===== src/rtl/block_pixel_streamer.sv =====
// Output stage of the watermarking datapath: drains MxM result blocks from the
// block buffer, clamps each pixel to 0..255 and streams them one per cycle.
module block_pixel_streamer #(
  parameter int Data_Depth = 8,
  parameter int Acc_Width  = 10,
  parameter int Addr_Width = 12,
  parameter int Size_Width = 10
) (
  input  logic                        clk,
  input  logic                        rst,
  input  logic                        start,
  input  logic [Size_Width-1:0]       N,
  input  logic [6:0]                  M_in,
  input  logic                        blk_ready,
  output logic                        blk_ack,
  output logic                        buf_rd_en,
  output logic [Addr_Width-1:0]       buf_addr,
  input  logic signed [Acc_Width-1:0] buf_rdata,
  output logic [Data_Depth-1:0]       Pixel_Data,
  output logic                        new_pixel,
  output logic [6:0]                  M,
  output logic                        Image_Done,
  output logic                        busy,
  output logic                        cfg_err
);

  // Wide enough for (N/M)^2 with M=1, so the last-block compare never overflows.
  localparam int CntW = 2 * Size_Width;

  localparam logic [2:0] S_IDLE  = 3'd0;
  localparam logic [2:0] S_WAIT  = 3'd1;
  localparam logic [2:0] S_READ  = 3'd2;
  localparam logic [2:0] S_DRAIN = 3'd3;
  localparam logic [2:0] S_DONE  = 3'd4;

  logic [2:0]            state_q, state_d;
  logic [6:0]            m_q;
  logic [Addr_Width-1:0] addr_q, last_addr_q;
  logic [CntW-1:0]       blocks_total_q, block_cnt_q;
  logic                  pend_q, rd_vld_q, new_pix_q, done_q, busy_q, cfg_err_q;
  logic [Data_Depth-1:0] pix_q;

  logic [Size_Width-1:0] m_safe, side_blocks;
  logic                  cfg_ok;
  logic [CntW-1:0]       blocks_total_d;
  logic [Addr_Width-1:0] last_addr_d;
  logic                  at_last_addr, at_last_blk;
  logic [Data_Depth-1:0] sat_pix;

  // Divisor forced non-zero so the divider stays defined when M_in is illegal.
  assign m_safe         = (M_in == 7'd0) ? Size_Width'(1) : Size_Width'(M_in);
  assign side_blocks    = N / m_safe;
  assign cfg_ok         = (M_in != 7'd0) && (N != '0) && (M_in <= 7'd64) &&
                          ((N % m_safe) == '0);
  assign blocks_total_d = CntW'(side_blocks) * CntW'(side_blocks);
  assign last_addr_d    = Addr_Width'(M_in) * Addr_Width'(M_in) - Addr_Width'(1);

  assign at_last_addr = (addr_q == last_addr_q);
  assign at_last_blk  = ((block_cnt_q + CntW'(1)) == blocks_total_q);

  always_comb begin
    if (buf_rdata[Acc_Width-1]) begin
      sat_pix = '0;
    end else if (|buf_rdata[Acc_Width-2:Data_Depth]) begin
      sat_pix = '1;
    end else begin
      sat_pix = buf_rdata[Data_Depth-1:0];
    end
  end

  always_comb begin
    state_d = state_q;
    case (state_q)
      S_IDLE:  if (start && cfg_ok) state_d = S_WAIT;
      S_WAIT:  if (blk_ready || pend_q) state_d = S_READ;
      S_READ:  if (at_last_addr) state_d = S_DRAIN;
      S_DRAIN: state_d = at_last_blk ? S_DONE : S_WAIT;
      S_DONE:  state_d = S_IDLE;
      default: state_d = S_IDLE;
    endcase
  end

  assign buf_rd_en  = (state_q == S_READ);
  assign blk_ack    = (state_q == S_READ) && at_last_addr;
  assign buf_addr   = addr_q;
  assign Pixel_Data = pix_q;
  assign new_pixel  = new_pix_q;
  assign M          = m_q;
  assign Image_Done = done_q;
  assign busy       = busy_q;
  assign cfg_err    = cfg_err_q;

  always_ff @(posedge clk or negedge rst) begin
    if (!rst) begin
      state_q        <= S_IDLE;
      m_q            <= '0;
      addr_q         <= '0;
      last_addr_q    <= '0;
      blocks_total_q <= '0;
      block_cnt_q    <= '0;
      pend_q         <= 1'b0;
      rd_vld_q       <= 1'b0;
      new_pix_q      <= 1'b0;
      pix_q          <= '0;
      done_q         <= 1'b0;
      busy_q         <= 1'b0;
      cfg_err_q      <= 1'b0;
    end else begin
      state_q   <= state_d;
      rd_vld_q  <= buf_rd_en;
      new_pix_q <= rd_vld_q;
      done_q    <= (state_q == S_DONE);
      if (rd_vld_q) pix_q <= sat_pix;

      case (state_q)
        S_IDLE: begin
          if (start) begin
            if (cfg_ok) begin
              cfg_err_q      <= 1'b0;
              m_q            <= M_in;
              last_addr_q    <= last_addr_d;
              blocks_total_q <= blocks_total_d;
              block_cnt_q    <= '0;
              busy_q         <= 1'b1;
              pend_q         <= 1'b0;
              addr_q         <= '0;
            end else begin
              cfg_err_q <= 1'b1;
            end
          end
        end
        S_WAIT: begin
          addr_q <= '0;
          if (blk_ready || pend_q) pend_q <= 1'b0;
        end
        S_READ: begin
          addr_q <= at_last_addr ? '0 : addr_q + Addr_Width'(1);
        end
        S_DRAIN: begin
          block_cnt_q <= block_cnt_q + CntW'(1);
          // A block announced while draining is remembered for the next wait.
          if (blk_ready && !at_last_blk) pend_q <= 1'b1;
        end
        S_DONE: begin
          busy_q <= 1'b0;
        end
        default: ;
      endcase
    end
  end

endmodule


===== config.mk =====
export PLATFORM = sky130hd
export DESIGN_NAME = block_pixel_streamer
export DESIGN_NICKNAME = d
export VERILOG_FILES = /design/src/rtl/block_pixel_streamer.sv
export SDC_FILE = /design/constraint.sdc
export NUM_CORES = 1
export LEC_CHECK = 0
export CAP_MARGIN = 20
export CORE_AREA = 4 4 201 242
export DETAILED_ROUTE_END_ITERATION = 8
export DIE_AREA = 0 0 205 246
export HOLD_SLACK_MARGIN = 0.15
export PLACE_DENSITY = 0.4
export SLEW_MARGIN = 0
export SYNTH_ARGS = -nofsm -noshare
export SYNTH_HDL_FRONTEND = slang
export SYNTH_SLANG_ARGS = --single-unit
export TNS_END_PERCENT = 10

===== constraint.sdc =====
create_clock -name clk -period 8.2 [get_ports clk]
set_clock_uncertainty 0.1 [all_clocks]
set_input_delay 2.05 -clock clk [delete_from_list [all_inputs] [get_ports clk]]
set_output_delay 2.05 -clock clk [all_outputs]
set_load 0.02 [all_outputs]

# [Word level (Yosys, flattened, before mapping)]
# Cells that the tools add are included.
[totals] regBits=88 inputBits=31 out_inout_bits=33 wordCells=81
[op_classes] addsub=3 mul=2 n_div=2 order_cmp=1 eq_ne=12 n_mux=24 n_reduce_logical=24
[ops] operator="20-bit 2-to-1 mux" count=2
[ops] operator="20-bit one-hot mux with 2 select lines" count=1
[ops] operator="12-bit 2-to-1 mux" count=3
[ops] operator="12-bit one-hot mux with 3 select lines" count=1
[ops] operator="20-bit by 1-bit adder with 20-bit output (second input constant)" count=1
[ops] operator="20-bit equality test" count=1
[ops] operator="10-bit by 10-bit multiplier with 20-bit output" count=1
[ops] operator="8-bit 2-to-1 mux" count=2
[ops] operator="3-bit AND reduction" count=5
[ops] operator="12-bit by 1-bit adder with 12-bit output (second input constant)" count=1
[ops] operator="12-bit equality test" count=1
[ops] operator="7-bit by 7-bit multiplier with 12-bit output" count=1
[ops] operator="3-bit 2-to-1 mux" count=4
[ops] operator="3-bit one-hot mux with 4 select lines" count=1
[ops] operator="12-bit by 1-bit subtractor with 12-bit output (second input constant)" count=1
[ops] operator="10-bit by 10-bit divider with 10-bit output" count=1
[ops] operator="10-bit logical NOT" count=1
[ops] operator="10-bit by 10-bit modulo with 10-bit output" count=1
[ops] operator="2-bit inequality test (second input constant)" count=5
[ops] operator="10-bit nonzero test" count=1
[ops] operator="7-bit less-or-equal comparator (second input constant)" count=1
[ops] operator="7-bit logical NOT" count=1
[ops] operator="1-bit 2-to-1 mux" count=7
[ops] operator="7-bit 2-to-1 mux" count=1
[ops] operator="15 further kinds" count=23

# [Logic depth before layout (Yosys ltp)]
# Gate-level depths: netlist (run 1).
[logic_depth] depth_word=8 ltp_mapped=95 mapped_depth_nobuf=87

# [Least setup slack after synthesis (run 1)]
# Ideal clock, no wire load.
[synth_timing] kind="input to register" from="input M_in[4]" to="register blocks_total_q[18]" setup_time_ns=0.125 t_arrival_ns=22.078 t_required_ns=7.975 setup_slack_ns=-14.102 stages=87 n_path_buf=9 cell_sequence="buf_2 nor4_1 a21oi_1 ha_1 or4b_2 a311oi_1 nor2_1 ha_1 a21oi_1 a21o_1 buf_6 inv_2 or4_1 o21a_1 ha_1 o21ai_0 a22o_1 or4_1 [... 51 more ...] nor2_1 fa_1 fa_1 ha_1 fa_1 inv_1 fa_1 inv_1 ha_1 a21oi_1 o21bai_1 a211oi_1 o21ai_0 a31oi_1 o21bai_1 a21oi_1 xnor2_1 mux2_2"
[synth_between] elab_chain_len=6 word_cells_on_any_way=12 cone_classes="mul (1); div (2); order compare (1); mux (1); reduce/logical (7)"
[synth_lines] item="start, declared" line="13" text="input logic [6:0] M_in,"
[synth_lines] item="parallel branches: the longest is 6 deep, another holds 10-bit by 10-bit multiplier with 20-bit output"
[synth_lines] item="end signal, assigned" line="122" text="blocks_total_q <= blocks_total_d;"
[synth_lines] item="end, declared" line="39" text="logic [CntW-1:0] blocks_total_q, block_cnt_q;"
# Parallel ways; which one is timed is not known.
# A chain may end at the register's enable or synchronous reset.

# [Final worst setup path (run 1)]
[layout_timing] from="input M_in[4]" to="register blocks_total_q[19]"
# Same word-level chain as after synthesis.

==> results of run 1 <==
[sequential cells by signal (all words and copies together) (netlist names)]
signal,count
block_cnt_q,20
blocks_total_q,19
buf_addr,12
last_addr_q,11
Pixel_Data,8
M,7
state_q,3
Image_Done,1
busy,1
cfg_err,1
new_pixel,1
pend_q,1
rd_vld_q,1
[layout by cell type (no fill, tap or decap), drive strengths merged, types with 4 or more instances in the layout]
cell             n
clkinv           4
a211oi          13
a31oi           30
a21oi           83
o31a             5
nand2b          10
o211ai          18
o21ai           53
dfrtp           86
or4              7
nor3            36
nor2           127
o31ai            6
clkbuf          14
fa              70
ha             119
nand4           12
and2             9
buf            443
inv            157
and4             5
mux2            44
nor2b            9
clkdlybuf4s50   54
and3            21
a221oi           4
a21boi           6
nor4             9
or3             17
mux2i           10
nand3           40
o2111ai          4
or2             11
xnor2           71
a21o            16
a311oi           6
o21bai          13
xor2            34
o21a            19
nand2           96
[final cells by class]
class | instances | area [µm²]
tap | 616 | 770.7
clock inverter | 6 | 108.9
clock buffer | 10 | 239.0
fill | 4714 | 28150
sequential | 86 | 2152
inverter | 158 | 609.3
timing repair buffer | 506 | 4189
multi-input combinational | 1073 | 9726
[report_power, final]
part,internal (mW),switching (mW)
clock,0.305,0.170
combinational,4.37,3.81
sequential,0.551,0.159
total,5.22,4.14
[cell usage after synthesis (all sizes together), types with 5 or more instances]
library cell | n | area (µm²)
inv | 157 | 589.3
nor2 | 127 | 484.2
ha | 119 | 1489
nand2 | 96 | 360.4
dfrtp | 86 | 2152
a21oi | 83 | 415.4
xnor2 | 71 | 621.9
fa | 70 | 1401
o21ai | 53 | 265.3
mux2 | 44 | 514.2
nand3 | 40 | 200.2
clkbuf | 38 | 142.6
nor3 | 36 | 180.2
xor2 | 34 | 297.8
a31oi | 30 | 187.7
and3 | 21 | 131.4
o21a | 19 | 142.6
o211ai | 18 | 135.1
or3 | 17 | 106.4
a21o | 16 | 120.1
buf | 15 | 113.9
a211oi | 13 | 97.59
o21bai | 13 | 97.59
nand4 | 12 | 75.07
or2 | 11 | 68.82
mux2i | 10 | 100.1
nand2b | 10 | 62.56
and2 | 9 | 56.30
nor2b | 9 | 56.30
nor4 | 9 | 56.30
or4 | 7 | 52.55
a21boi | 6 | 45.05
a311oi | 6 | 52.55
o31ai | 6 | 45.04
and4 | 5 | 43.79
o31a | 5 | 43.79
[repair_timing]
action                                  in CTS  in global routing
setup buffers                               96                 21
pin swaps                                   84                 41
resized for setup                          107                 80
endpoints found under the setup margin      73                 73
cloned                                       3                  3
[kinds of logic after synthesis]
family / share of synthesized area (%)
AO/OA/AOI/OAI: 17.79
XOR/XNOR: 8.019
adder cells (fa/ha/maj): 25.20
buffers and inverters: 7.408
flip-flops: 18.76
multiplexers: 5.357
AND/OR/NAND/NOR: 17.46
[worst max-delay path, delay by kind of cell]
| family | cells | cell delay, ns |
|---|---|---|
| fa+ha+maj | 15 | 4.62 |
| simple gates | 20 | 4.52 |
| buf+inv | 16 | 1.57 |
| mux | 3 | 0.67 |
| compound gates | 30 | 5.03 |
[per-layer routing]
layer	track usage (%)	share of wire (%)
met3	1.448	2.0
met4	4.848	2.3
met5	0	0
met1	19.59	45
met2	28.70	51
[how the worst max path moves through the flow]
| stage | from | cells after the start | endpoint | slack (ns) |
|---|---|---|---|---|
| 5_1_grt | M_in[4] | 89 | blocks_total_q[19]$_DFFE_PN0P_ | -10.85 |
| 3_3_place_gp | M_in[3] | 76 | blocks_total_q[19]$_DFFE_PN0P_ | -11.57 |
| 2_1_floorplan | M_in[3] | 87 | blocks_total_q[18]$_DFFE_PN0P_ | -11.00 |
| 3_5_place_dp | M_in[3] | 78 | blocks_total_q[19]$_DFFE_PN0P_ | -11.58 |
| 4_1_cts | M_in[4] | 86 | blocks_total_q[18]$_DFFE_PN0P_ | -10.01 |
| 6_report | M_in[4] | 84 | blocks_total_q[19]$_DFFE_PN0P_ | -10.16 |
[metrics by stage]
step | power, mW | setup slack [ns] | setup TNS, ns | instance area [µm²] | util [%]
after floorplan | 4.523 | -11.00 | -632.94 | 12050 | -
after global placement | 7.249 | -11.57 | -686.89 | 15790 | 34.36
after detailed placement | 7.235 | -11.58 | -688.66 | 15790 | 34.36
after CTS | 9.016 | -10.01 | -706.83 | 17340 | 37.73
after global routing | 10.29 | -10.85 | -633.22 | 17790 | 38.73
final | 9.365 | -10.16 | -588.73 | 17790 | 38.73
==> summary.md, run 1 <==
| Metric | Value |
|---|---|
| R2R setup slack | `5.07 ns` |
| Die X | `205 µm` |
| CP Max Fanout | `7` |
| Endpoints failing setup | `73` |
| Core region area | `45950 µm²` |
| Antenna Nets Post-Route | `0` |
| Max_slew headroom | `37.37%` |
| IO Port Bufs | `63` |
| I/O pin cnt | `64` |
| Actual slew at the worst max-slew pin | `0.9384 ns` |
| Synth Register Bits | `86` |
| CTS root buffer | `clkbuf_16` |
| Sequential area share after synthesis | `18.77%` |
| Post-synth top flop | `dfrtp_1` |
| Final WL | `39.64 mm` |
| Drt first pass iters | `5` |
| GPL Wtd Cong | `0.8438` |
| Tcrit/Tclk final | `223.9%` |
| Leak pwr | `8.374 nW` |
| # hold bufs at CTS | `0` |
| Clock tree buffer depth | `2` |
| Hold Startpoint | `pend_q$_DFFE_PN0P_` |
| CTS H-Tree Depth | `3` |
| CTS tree | `yes` |
| Max-slew violation count | `0` |
| Initial drt markers | `401` |
| Initial antenna violation count | `0` |
| # nets final | `2054` |
| First-pass GRT wire length | `64.04 mm` |
| GR Util All Layers | `15.75%` |
| CP arrival | `18.49 ns` |
| Async S/R FF share, synth | `100.0%` |
| Final min period | `18.36 ns` |
| WS Path Type | `input pin to register` |
| Depth of the worst hold-timing path | `1` |
| Fraction of layout cells with a size suffix above 1 | `37.52%` |
| Worst Slack Setup Final | `-10.16 ns` |
| Rows | `86` |
| Status | `finished with violations` |
| Class of the worst hold path | `register to register` |
| Starting Density | `24.96%` |
| Slowest cell on crit path | `or4_4` |
| Cts bufs inserted | `9` |
| Synth warn | `0` |
| Reg2reg path depth | `13` |
| Clk sink count | `86` |
| Number of synthesized flops with an enable pin | `0` |
| Synth-to-layout area growth | `55.16%` |
| Die area | `50430 µm²` |
| Reg2reg end | `state_q[0]$_DFFE_PN0P_` |
| WP data required | `8.34 ns` |
| Most frequent CP cell | `ha_4` |
| Synth cell types | `75` |
| Synthesized cell area | `11470 µm²` |
| Number of global-route vias before repair | `11.98k` |
| Worst-path clk slew | `0.06 ns` |
| Finished Layout Cells | `2455` |
| Placed insts | `2343` |
| Fmax | `54.48 MHz` |
| CP peak stage delay | `0.57 ns` |
| CP endpoint kind | `register` |
| Worst skew pair latency | `0.35 ns` |
| Post-DR wirelength/cell | `16.15 µm` |
| Reg2reg start | `block_cnt_q[0]$_DFFE_PN0P_` |
| Global route overflow | `0` |
| MaxCap Viol Count | `0` |
| Maximum VDD drop | `0.0004154 V` |
| Diode count | `0` |
| Vias | `11.30k` |
| PwrDens | `526.3 nW/µm²` |
| CP Launch Type | `input pin` |
| Synth Instances | `1370` |
| Unrepaired setup endpoints after global routing | `yes` |
| Average size of a mapped cell | `8.371 µm²` |
| Hold Path End | `pend_q$_DFFE_PN0P_` |
| DIE HEIGHT | `246 µm` |
| Post-route DRC | `0` |
| Largest net degree at the start of global routing | `59` |
| Final hold slack | `0.3855 ns` |
| Vias per inst | `4.604` |
| Final HPWL DP | `31.14 mm` |
| Failing checks | `setup timing` |
| Hold Fails Final Rpt | `0` |
| Net count after synthesis | `1590` |
No activity file was read; power rests on OpenSTA's default activity.
==> run 2: changes to the inputs <==
Settings changed: PLACE_DENSITY 0.4 to default, PLACE_DENSITY_LB_ADDON from default to 0.08.
==> run 2 against run 1 <==
Net effect: the run still ends with setup timing left; sequential share of layout area decreased by 0.17 points; first-iteration DRC count increased by 6.5%; non-clock buffer count decreased by 8; die area unchanged; global-route usage about the same; register-to-register slack about the same; cell area increased by 1.4%; highest routed layer unchanged.
==> summary.md, run 2 (synthesis results as in run 1) <==
| Metric | Value |
|---|---|
| Class of the worst hold path | `register to register` |
| Largest Register | `block_cnt_q` |
| Most frequent cells in the layout | `buf_4 (407), inv_1 (136), nor2_1 (112)` |
| # nets final | `2046` |
| Largest register FFs | `20` |
| R2R setup slack | `5.08 ns` |
| Worst skew pair latency | `0.35 ns` |
| Largest net degree at the start of global routing | `72` |
| Grt peak-use layer | `met2` |
| Worst-path clk slew | `0.07 ns` |
| CP arrival | `18.62 ns` |
| Starting Density | `24.96%` |
| CTS tree | `yes` |
| Initial drt markers | `427` |
| WP data required | `8.39 ns` |
| Final min period | `18.43 ns` |
| Endpoints failing setup | `73` |
| Met3 GRT Util | `1.422%` |
| Reg2reg path depth | `13` |
| CP peak stage delay | `0.55 ns` |
| Die area | `50430 µm²` |
| CP endpoint kind | `register` |
| I/O pin cnt | `64` |
| Worst Slack Setup Final | `-10.23 ns` |
| Failing checks | `setup timing` |
| Fmax | `54.26 MHz` |
| Antenna Nets Post-Route | `0` |
| Final HPWL DP | `32.08 mm` |
| Vias per inst | `4.595` |
| Final WL | `39.57 mm` |
| Tcrit/Tclk final | `224.7%` |
| MaxCap Viol Count | `0` |
| Hold Fails Final Rpt | `0` |
| Met2 usage | `28.05%` |
| Cts bufs inserted | `9` |
| Max_slew headroom | `31.94%` |
| Clock tree buffer depth | `2` |
| Max-slew violation count | `0` |
| Most frequent CP cell | `ha_4` |
| Status | `finished with violations` |
| CP Max Fanout | `6` |
| First-pass GRT wire length | `64.01 mm` |
| Met1 Usage GRT | `20.05%` |
| Reg2reg start | `block_cnt_q[0]$_DFFE_PN0P_` |
| DIE HEIGHT | `246 µm` |
| Post-DR wirelength/cell | `16.16 µm` |
| Clk sink count | `86` |
| CP Launch Type | `input pin` |
| Reg2reg end | `state_q[0]$_DFFE_PN0P_` |
| Number of global-route vias before repair | `11.81k` |
| Actual slew at the worst max-slew pin | `1.020 ns` |
| Vias | `11.25k` |
| WS Path Type | `input pin to register` |
| Synth-to-layout area growth | `57.35%` |
| Slowest cell on crit path | `or4_4` |
| Worst setup path endpoint | `blocks_total_q[19]$_DFFE_PN0P_` |
| Commonest non-fill, non-tap cell in the layout | `buf_4` |
| Die X | `205 µm` |
| CTS root buffer | `clkbuf_16` |
| GPL Wtd Cong | `0.8078` |
| Fraction of layout cells with a size suffix above 1 | `40.03%` |
| Initial antenna violation count | `0` |
| Worst setup startpoint | `M_in[6]` |
| Post-route DRC | `0` |
| Final TNS setup | `-587.58 ns` |
| Global route overflow | `0` |
| Unrepaired setup endpoints after global routing | `yes` |
| GR Util All Layers | `15.77%` |
| CTS H-Tree Depth | `3` |
| Drt first pass iters | `4` |
| Rows | `86` |
| IO Port Bufs | `63` |
| Core region area | `45950 µm²` |
## run 2: worst max-delay path: cells and delay by family
| family | cells | cell delay (ns) |
|---|---|---|
| simple gates | 22 | 5.03 |
| compound gates | 26 | 4.70 |
| fa+ha+maj | 15 | 4.69 |
| buf+inv | 19 | 1.95 |
| mux | 1 | 0.18 |
## run 2: how the worst min path moves through the flow
stage	start	to	depth (start not counted)
finish	pend_q$_DFFE_PN0P_	pend_q$_DFFE_PN0P_	1
global route	Pixel_Data[3]$_DFFE_PN0P_	Pixel_Data[3]$_DFFE_PN0P_	1
CTS	pend_q$_DFFE_PN0P_	pend_q$_DFFE_PN0P_	1
detailed placement	pend_q$_DFFE_PN0P_	pend_q$_DFFE_PN0P_	1
global placement	pend_q$_DFFE_PN0P_	pend_q$_DFFE_PN0P_	1
floorplan	rd_vld_q$_DFF_PN0_	new_pixel$_DFF_PN0_	0
## run 2: final cells by class
type,instances,area [µm²]
tap,616,770.7
inverter,158,616.8
sequential,86,2152
timing repair buffer,498,4064
clock inverter,7,103.9
fill,4729,27900
antenna,1,2.502
clock buffer,9,225.2
multi-input combinational,1073,10110
## run 2: routing by layer
metal  part of all wire, %  up-vias  wire [µm]
met5                     0        -          0
met4                   2.8        0       1092
met2                    51      158      20000
met3                   2.7       52       1051
met1                    44     5332      17430
li1                      -     5706          -
## run 2: timing repair
action,CTS,global route
setup buffers,74,31
hold buffers,0,0
gates resized for setup,106,168
endpoints found under the setup margin,73,73
pin swaps,87,113
cloned,0,1
## run 2: stage by stage
stage	setup WS, ns	cells	utilization, %	hold WS (ns)	cell area, µm²
global route	-10.93	2447	39.27	0.4162	18040
detailed placement	-11.59	2351	34.44	0.3861	15820
CTS	-10.15	2441	37.15	0.4025	17070
floorplan	-11.00	1370	-	0.2519	12050
global placement	-11.34	2351	34.44	0.3722	15820
finish	-10.23	2448	39.28	0.3960	18050
Power of run 2 is not shown: default switching activity piles up to over one toggle a cycle in this logic, so the estimate is an artifact.
==> run 3: changes to the inputs <==
Clock period 8.2 ns to 23.6 ns, I/O delays scaled along.
==> run 3 against run 2 <==
Net effect: the flow now finishes without violations; final cell count is 6.6% lower; hold slack worse by 0.0054 ns; die area is the same; wire length shrank 6.1%; non-clock buffer count down 161; sequential share of layout area rose by 1.8 points; cell area decreased by 13%; first-iteration DRC count is 12% higher; worst setup slack gained 11 ns; register-to-register slack improved by 15 ns; via count down 6.2%; core utilization down 5.1 points.
==> summary.md, run 3 (synthesis results as in run 1) <==
| Metric | Value |
|---|---|
| Class of the worst hold path | `register to register` |
| Antenna Nets Post-Route | `0` |
| Hold Fails Final Rpt | `0` |
| GPL Wtd Cong | `0.7987` |
| Reg2reg start | `block_cnt_q[0]$_DFFE_PN0P_` |
| Number of global-route vias before repair | `10.82k` |
| CTS H-Tree Depth | `3` |
| Net load switching power | `1.235 mW` |
| Switching Share | `47.17%` |
| Rows | `86` |
| Largest register FFs | `20` |
| Largest Register | `block_cnt_q` |
| DP Area | `14840 µm²` |
| P_int | `1.384 mW` |
| CP delay by family, top | `compound AO/OA/AOI/OAI gates` |
| Post-route DRC | `0` |
| Actual slew at the worst max-slew pin | `0.8888 ns` |
| Clock tree buffer depth | `2` |
| Initial drt markers | `479` |
| Tot Pwr | `2.619 mW` |
| Endpoints failing setup | `0` |
| WS Path Type | `input pin to register` |
| I/O pin cnt | `64` |
| Starting Density | `24.96%` |
| Worst skew pair latency | `0.36 ns` |
| Hold Startpoint | `cfg_err$_DFFE_PN0P_` |
| Status | `complete, no violations` |
| Sequential share of power | `9.4%` |
| First-pass GRT wire length | `59.56 mm` |
| CP arrival | `22.87 ns` |
| # nets final | `1885` |
| Finished Core Util | `34.13%` |
| Tcrit/Tclk final | `96.31%` |
| Cts bufs inserted | `9` |
| Slowest cell on crit path | `or4b_2` |
| CP Launch Type | `input pin` |
| # hold bufs at CTS | `0` |
| Worst setup startpoint | `M_in[3]` |
| GR Util All Layers | `14.71%` |
| Core region area | `45950 µm²` |
| Vias per inst | `4.616` |
| Max-slew violation count | `0` |
| Placed insts | `2253` |
| Maximum VDD drop | `0.0001506 V` |
| Diode count | `0` |
| Final WL | `37.16 mm` |
| Max_slew headroom | `40.29%` |
| CTS root buffer | `clkbuf_16` |
| Fmax | `43.99 MHz` |
| PwrDens | `167.0 nW/µm²` |
| Final TNS setup | `0 ns` |
| Initial antenna violation count | `0` |
| Combinational power share | `84.5%` |
| Clock power share | `6.1%` |
| Synth-to-layout area growth | `36.72%` |
| MaxCap Viol Count | `0` |
| Most frequent cells in the layout | `buf_4 (272), inv_1 (153), nor2_1 (117)` |
| DIE HEIGHT | `246 µm` |
| Crit path buffers/inverters | `15` |
| Final HPWL DP | `30.96 mm` |
| Global route overflow | `0` |
| Final min period | `22.73 ns` |
| Drt first pass iters | `5` |
| CTS tree | `yes` |
| Clk sink count | `86` |
| Die area | `50430 µm²` |
| CP endpoint kind | `register` |
| Leak pwr | `7.413 nW` |
| Fraction of layout cells with a size suffix above 1 | `27.01%` |
| Worst-path clk slew | `0.07 ns` |
| Largest net degree at the start of global routing | `62` |
| Cell area after layout | `15680 µm²` |
| Die X | `205 µm` |
| Finished Layout Cells | `2286` |
| CP Max Fanout | `7` |
| Vias | `10.55k` |
| Commonest non-fill, non-tap cell in the layout | `buf_4` |
| Post-DR wirelength/cell | `16.26 µm` |
| WP data required | `23.74 ns` |
| IO Port Bufs | `63` |
| CP peak stage delay | `0.63 ns` |
[run 3: through the flow]
| step | setup WS [ns] | hold slack, ns |
|---|---|---|
| 3_3_place_gp | -0.3297 | 0.3708 |
| 4_1_cts | 0.006049 | 0.3990 |
| 2_1_floorplan | 0.001886 | 0.2519 |
| 6_report | 0.8697 | 0.3907 |
| 3_5_place_dp | -0.5699 | 0.3825 |
| 5_1_grt | -0.0008704 | 0.4265 |
[run 3: timing repair]
action | 4_1_cts | 5_1_grt
gates resized for setup | 10 | 75
endpoints found under the setup margin | 5 | 13
pin swaps | 12 | 33
buffers inserted | 6 | 10
[run 3: final timing paths]
kind,end,slack (ns),cells after the start
max,blocks_total_q[17]$_DFFE_PN0P_,0.87,87
min,cfg_err$_DFFE_PN0P_,0.39,2
max reg2reg,state_q[0]$_DFFE_PN0P_,20.27,13
min reg2reg,cfg_err$_DFFE_PN0P_,0.39,2
max in group asynchronous,last_addr_q[5]$_DFFE_PN0P_,16.92,2
min in group asynchronous,block_cnt_q[5]$_DFFE_PN0P_,5.35,1
[run 3: power by group through the flow]
stage | Combinational [mW] | Clock [mW] | Sequential, mW
CTS | 2.15 | 0.168 | 0.247
floorplan | 1.28 | 0 | 0.248
global placement | 2.13 | 0 | 0.249
finish | 2.21 | 0.161 | 0.246
detailed placement | 2.12 | 0 | 0.249
global route | 2.46 | 0.173 | 0.256
[run 3: final cells by class]
cell class | instances | area [µm²]
fill | 4887 | 30270
multi-input combinational | 1073 | 9107
timing repair buffer | 337 | 2720
sequential | 86 | 2152
tap | 616 | 770.7
inverter | 158 | 599.3
clock buffer | 9 | 225.2
clock inverter | 7 | 105.1
[run 3: routing by layer]
metal / part of all wire, % / global-route usage, %
met4: 2.5 / 4.119
met3: 2.3 / 1.540
met1: 46 / 19.27
met2: 49 / 25.67
met5: 0 / 0
[run 3: worst reg2reg max path, delay by kind of cell (launching register included)]
| kind | cells | cell delay [ns] |
|---|---|---|
| AO/OA/AOI/OAI | 2 | 0.21 |
| XOR/XNOR | 1 | 0.22 |
| adder cells (fa/ha/maj) | 1 | 0.25 |
| buffers and inverters | 1 | 0.07 |
| flip-flops | 1 | 0.45 |
| multiplexers | 1 | 0.20 |
| AND/OR/NAND/NOR | 7 | 1.72 |
